--- src/rtl/vol_ramp.sv ---
// Stereo volume stage: per-sample gain ramp toward target (or zero on mute),
// 3-stage multiply / floor-shift / saturate pipeline.
module vol_ramp #(
  parameter int unsigned BIT       = 24,
  parameter int unsigned GAIN_INIT = 128
) (
  input  logic                  CLK,
  input  logic                  RST,
  input  logic                  SMP_EN,
  input  logic signed [BIT-1:0] in_L,
  input  logic signed [BIT-1:0] in_R,
  input  logic                  GAIN_WR,
  input  logic [7:0]            GAIN,
  input  logic                  MUTE,
  output logic signed [BIT-1:0] out_L,
  output logic signed [BIT-1:0] out_R,
  output logic                  out_valid,
  output logic                  ramping
);

  localparam int unsigned GW = 8;
  localparam int unsigned PW = BIT + 9;

  logic [GW-1:0]         tgt_q, tgt_d;
  logic [GW-1:0]         cur_q, cur_d;
  logic [GW-1:0]         eff;
  logic signed [BIT-1:0] s1_l_q, s1_l_d, s1_r_q, s1_r_d;
  logic [GW-1:0]         s1_g_q, s1_g_d;
  logic                  v1_q, v1_d;
  logic signed [PW-1:0]  p_l_q, p_l_d, p_r_q, p_r_d;
  logic                  v2_q, v2_d;
  logic signed [BIT-1:0] out_l_q, out_l_d, out_r_q, out_r_d;
  logic                  out_valid_q, out_valid_d;
  logic                  ramping_q, ramping_d;

  // Floor-divide by 128, then clamp to the BIT-bit signed range.
  function automatic logic signed [BIT-1:0] scale_sat(input logic signed [PW-1:0] p);
    logic signed [PW-1:0] q;
    logic [PW-BIT:0]      hi;
    q  = p >>> 7;
    hi = q[PW-1:BIT-1];
    if (hi == '0 || hi == '1)
      scale_sat = q[BIT-1:0];
    else if (q[PW-1])
      scale_sat = {1'b1, {(BIT-1){1'b0}}};
    else
      scale_sat = {1'b0, {(BIT-1){1'b1}}};
  endfunction

  always_comb begin
    tgt_d       = tgt_q;
    cur_d       = cur_q;
    s1_l_d      = s1_l_q;
    s1_r_d      = s1_r_q;
    s1_g_d      = s1_g_q;
    p_l_d       = p_l_q;
    p_r_d       = p_r_q;
    out_l_d     = out_l_q;
    out_r_d     = out_r_q;
    eff         = MUTE ? GW'(0) : tgt_q;
    v1_d        = SMP_EN;
    v2_d        = v1_q;
    out_valid_d = v2_q;
    ramping_d   = (cur_q != eff);

    if (GAIN_WR)
      tgt_d = GAIN;

    // Stage 1 takes the gain before this strobe's step.
    if (SMP_EN) begin
      s1_l_d = in_L;
      s1_r_d = in_R;
      s1_g_d = cur_q;
      if (cur_q < eff)
        cur_d = cur_q + GW'(1);
      else if (cur_q > eff)
        cur_d = cur_q - GW'(1);
    end

    if (v1_q) begin
      p_l_d = PW'(s1_l_q) * PW'($signed({1'b0, s1_g_q}));
      p_r_d = PW'(s1_r_q) * PW'($signed({1'b0, s1_g_q}));
    end

    if (v2_q) begin
      out_l_d = scale_sat(p_l_q);
      out_r_d = scale_sat(p_r_q);
    end
  end

  always_ff @(posedge CLK) begin
    if (RST) begin
      tgt_q       <= GW'(GAIN_INIT);
      cur_q       <= '0;
      s1_l_q      <= '0;
      s1_r_q      <= '0;
      s1_g_q      <= '0;
      v1_q        <= 1'b0;
      p_l_q       <= '0;
      p_r_q       <= '0;
      v2_q        <= 1'b0;
      out_l_q     <= '0;
      out_r_q     <= '0;
      out_valid_q <= 1'b0;
      ramping_q   <= 1'b0;
    end else begin
      tgt_q       <= tgt_d;
      cur_q       <= cur_d;
      s1_l_q      <= s1_l_d;
      s1_r_q      <= s1_r_d;
      s1_g_q      <= s1_g_d;
      v1_q        <= v1_d;
      p_l_q       <= p_l_d;
      p_r_q       <= p_r_d;
      v2_q        <= v2_d;
      out_l_q     <= out_l_d;
      out_r_q     <= out_r_d;
      out_valid_q <= out_valid_d;
      ramping_q   <= ramping_d;
    end
  end

  assign out_L     = out_l_q;
  assign out_R     = out_r_q;
  assign out_valid = out_valid_q;
  assign ramping   = ramping_q;

endmodule

--- config.mk ---
export PLATFORM = sky130hd
export DESIGN_NAME = vol_ramp
export DESIGN_NICKNAME = d
export VERILOG_FILES = /design/src/rtl/vol_ramp.sv
export SDC_FILE = /design/constraint.sdc
export NUM_CORES = 1
export LEC_CHECK = 0
export CORE_MARGIN = 1
export CORE_UTILIZATION = 30
export DETAILED_ROUTE_END_ITERATION = 6
export GPL_TIMING_DRIVEN = 0
export SLEW_MARGIN = 0
export SYNTH_ARGS = -nofsm -noshare
export SYNTH_HDL_FRONTEND = slang
export SYNTH_SLANG_ARGS = --single-unit
--- constraint.sdc ---
create_clock -name CLK -period 5 [get_ports CLK]
set_input_delay 0.5 -clock CLK [delete_from_list [all_inputs] [get_ports CLK]]
set_output_delay 0.5 -clock CLK [all_outputs]
set_load 0.1 [all_outputs]
== Word level (Yosys, flattened, before mapping) ==
Index checks and enable logic that the tools add are counted.
Widths: inputs -> output; s select.

* Register bits: 190
* Bits in latches: 0
* RAM bits: 0
* Bits in read-only memories: 0
* Input port bits: 61
* Word-level logic and storage cells: 35
* Memories: 0

* Add/subtract/negate cells: 2
* Multipliers: 2
* Div/mod/pow operators: 0
* $lt $le $gt $ge: 2
* Equal/unequal tests: 3
* Shifts and indexed selects: 0
* Multiplexer cells: 7
* Bitwise logic cells: 0
* Reductions and logical operators: 6

{| class="wikitable"
|+ Operators by type and width
! cell !! number
|-
| $mux 24 || 4
|-
| $mul 24x9->33 || 2
|-
| $mux 8 || 3
|-
| $eq 10x10->1 const B || 2
|-
| $logic_not 10->1 || 2
|-
| $add 8x1->8 const B || 1
|-
| $gt 8x8->1 || 1
|-
| $lt 8x8->1 || 1
|-
| $ne 8x8->1 || 1
|-
| $sub 8x1->8 const B || 1
|-
| $logic_or 1x1->1 || 2
|-
| $reduce_and 2->1 || 1
|-
| $reduce_bool 2->1 || 1
|}

== Longest topological paths before layout ==
* Depth after elaboration: 4
* Gate-level depth with buffers: 21
* Mapped depth without buffers: 19

== Worst setup path before layout ==
Ideal clock, no wire load.

* Kind: flip-flop to flip-flop
* Start: register s1_g_q[1]
* End: register p_r_q[32]
* Setup time: 0.119 ns
* Arrival: 5.125 ns
* Path slack: -0.244 ns
* Cell stages (with the launch flop): 21
* Period minus slack after synthesis: 5.244 ns
* Cells stage by stage: dfxtp_1 clkbuf_1 clkbuf_1 nand2_1 fa_1 inv_1 fa_1 fa_1 inv_1 fa_1 inv_1 ha_1 a21o_1 a21o_1 a41o_2 o2111ai_4 a31oi_4 or4_4 a31oi_4 xnor2_1 o21ai_1

* Cells in the longest elaborated chain, start to end: 1

{| class="wikitable"
|+ Ends and longest elaborated chain
! what !! RTL line !! text
|-
| start: declaration || 28 || <nowiki>logic [GW-1:0] s1_g_q, s1_g_d;</nowiki>
|-
| start signal: assignment || 111 || <nowiki>s1_g_q <= s1_g_d;</nowiki>
|-
| $mul 24x9->33 || 82 || <nowiki>p_r_d = PW'(s1_r_q) * PW'($signed({1'b0, s1_g_q}));</nowiki>
|-
| end signal: assignment || 114 || <nowiki>p_r_q <= p_r_d;</nowiki>
|-
| end: declaration || 30 || <nowiki>logic signed [PW-1:0] p_l_q, p_l_d, p_r_q, p_r_d;</nowiki>
|}

Every way passes these cells.
A chain may end at the register's enable or synchronous reset.

== Worst setup path after layout ==
Same ends and word-level chain as after synthesis.

==> flow_summary.yaml <==
run_status:
  status: "finished, violations left"
  violations: "negative setup slack"
final_layout:
  mostFrequentLayoutCells: "inv_1 (425), fa_1 (291), nand2_1 (253), and2_1 (172), dfxtp_1 (166)"
  register_area_mm2: 0.00355
  multi_input_area_mm2: 0.0146
  nets: 2897
  final_util_pct: 36.6
  area_growth_pct: 20.5
  finalNonFillerCells: 3268
  fillers: 6662
  final_common_cell: "inv_1"
  drive_gt1_share_pct: 9.83
die:
  fp-row-count: 93
  die_y_um: 257
  io_pins: 111
  core_mm2: 0.0645
  die_area_mm2: 0.0662
  fp.dieW_um: 257
  start_util_pct: 30.3
cts:
  clk_path_buf_depth: 2
  h-tree-depth: 4
  cts-root-buf: "clkbuf_16"
  cts_buffers: 17
  clk_pin_slew_ns: 0.08
  clock_latency_ns: 0.51
  cts-hold-fix-buffers: 0
  cts_sinks: 176
  cts_tree: "yes"
grt:
  grt_pass1_wl_um: 90200
  grt_usage_pct: 17.9
  grt_max_degree: 18
  grt-ovfl-total: 0
  grt_pass1_vias: 16100
  antenna_found_initial: 1
critical_path:
  critical_path_class: "flop to flop"
  critPathLaunchType: "flop"
  cp-startpoint: "s1_g_q[1]"
  r2r_cells: 20
  cp.arrival_ns: 5.41
  r2r_start: "s1_g_q[1]"
  required_ns: 5.39
  cp-endpoint: "p_r_q[32]"
  r2r-end: "p_r_q[32]"
  critPathMaxFanout: 5
  r2r_slack_ns: -0.02
  worst_setup_path_end_kind: "flop"
yosys:
  ys.flop_type: "dfxtp_1"
  synth_edf_count: 0
  syn_nets: 2760
  synth.largest_area_cell: "fa_1"
  netlist_area_mm2: 0.0196
  synthTopCellsByArea: "fa_1 (31%), dfxtp_1 (18%), ha_1 (8.8%)"
  avgSynthCellArea_um2: 8.65
  async_reset_ff_share_pct: 0
  ys_seq_area_share_pct: 18.0
  synth_warnings: 0
  yosysTopAreaCellShare_pct: 30.6
  syn_inst: 2262
  ys_ff_latch: 176
  ys_types: 55
drt:
  drt-wirelength-per-cell_um: 17.4
  drtPass1Iterations: 5
  drt-total-wl_um: 56800
  num_vias: 15100
  drt-initial-drc-count: 809
  via_per_inst: 4.63
  ant_nets: 0
  drc_errors: 0
pwr:
  p_leak_nw: 11.2
  peakVddDrop_v: 0.000285
  power.density_mw_per_mm2: 205
  power_mw: 4.83
placement:
  dp_hpwl_um: 44600
  place_congestion: 0.853
  place_ws_ns: -0.909
  port_buffers: 107
  dpl.cell_count: 3224
sta:
  final_hold_viol_count: 0
  worst_slew_margin_rel_pct: 30.7
  finalClockSkew_ns: 0.0179
  fmax_mhz: 199
  timing.final.ws_setup_ns: -0.0209
  rsz0062_at_grt: "true"
  fin_crit_sh_pct: 100
  setup_viol_count_final: 2
  period_minus_slack_ns: 5.02
  slew_viol_final: 0
  tns_ns: -0.0259
  max_slew.worst_pin.slew_ns: 1.04
hold_path:
  min_path_type: "flop to flop"
run:
  cap_viol_max_count: 0
cells by family (layout without fill, tap and decap cells):
group,Yosys count,count (layout),share of synthesized area (%)
compound gates,275,275,8.45
xor+xnor,58,58,2.60
fa+ha+maj,437,437,39.4
buf+inv,552,702,10.7
flops,176,176,18.0
mux,79,79,4.04
other cells,0,1,0
simple gates,685,685,16.8
registers in the layout (all words and copies together), names as in the netlist:
register and flops:
cur_q 8, out_L 24, out_R 24, out_valid 1, out_valid_d 1, p_l_q 26
p_r_q 26, ramping 1, s1_g_q 8, s1_l_q 24, s1_r_q 24, tgt_q 8
v1_q 1
layer usage:
layer	global-route usage [%]	share of wire, %	up-vias
met5	0	0.019	-
li1	-	-	7172
met1	22.1	42	7494
met4	7.36	3.8	2
met3	3.82	5.6	98
met2	30.3	48	353
cell usage after synthesis, drive strengths merged (2+ instances only):
| library cell | n |
|---|---|
| inv | 431 |
| fa | 299 |
| nand2 | 265 |
| dfxtp | 176 |
| and2 | 173 |
| ha | 138 |
| nor2 | 138 |
| a21oi | 109 |
| clkbuf | 107 |
| o21ai | 91 |
| mux2i | 79 |
| nand2b | 54 |
| xnor2 | 35 |
| a21o | 26 |
| xor2 | 23 |
| nor3 | 13 |
| buf | 12 |
| nand3 | 10 |
| nor2b | 9 |
| o21a | 7 |
| nand4 | 6 |
| a211oi | 5 |
| a31oi | 5 |
| o211ai | 5 |
| o21bai | 5 |
| o211a | 4 |
| a211o | 3 |
| a21bo | 3 |
| a32o | 3 |
| and4 | 3 |
| nand4b | 3 |
| or3 | 3 |
| a22o | 2 |
| nor4 | 2 |
| o41ai | 2 |
final cells by class:
| type | count | share of cell area [%] |
|---|---|---|
| clock buffers | 19 | 1.84 |
| inverters | 431 | 6.86 |
| flip-flops and latches | 176 | 15.0 |
| multi-input cells | 1534 | 62.0 |
| repair buffers | 150 | 5.98 |
| plain buffers | 89 | 3.05 |
| clock inverters | 13 | 0.637 |
| well taps | 855 | 4.54 |
| diodes | 1 | 0.0106 |
critical path: stages, from the launching register on:
cell and delay [ns]:
dfxtp_4 0.39, buf_4 0.13, clkbuf_8 0.14, buf_4 0.14
nand2_1 0.08, fa_1 0.51, inv_1 0.05, fa_1 0.49
fa_1 0.55, inv_1 0.05, fa_1 0.47, inv_1 0.09
ha_4 0.25, a21o_1 0.20, a31oi_4 0.18, o211a_1 0.25
a31oi_4 0.11, or4_4 0.46, a31oi_4 0.18, xnor2_1 0.13
o21ai_1 0.07
through the flow:
step,cell area [µm²],hold WS (ns)
final,23600,0.445
after global placement,21700,0.432
after CTS,23000,0.447
after floorplan,19600,0.420
after detailed placement,21700,0.436
after global routing,23600,0.467
where the power goes:
group	leakage [nW]	internal (mW)	switching (mW)
Clock	0.275	0.705	0.715
Sequential	1.44	1.49	0.148
Combinational	9.53	0.747	1.02
how the worst min path moves through the flow:
stage                   start         to  slack, ns  depth (start not counted)
floorplan           p_l_q[11]  p_l_q[11]       0.42                          2
global placement    p_l_q[20]  p_l_q[20]       0.43                          2
detailed placement  p_r_q[26]  p_r_q[26]       0.44                          2
CTS                 p_r_q[26]  p_r_q[26]       0.45                          2
global route        p_r_q[24]  p_r_q[24]       0.47                          2
finish              p_r_q[26]  p_r_q[26]       0.45                          2
timing repair:
item / CTS / global route
buffers inserted: 24 / 15
endpoints found under the setup margin: 48 / 39
gates resized for setup: 131 / 113
pin swaps: 14 / 52
cloned: 4 / 0
No activity file was read; power rests on OpenSTA's default activity.
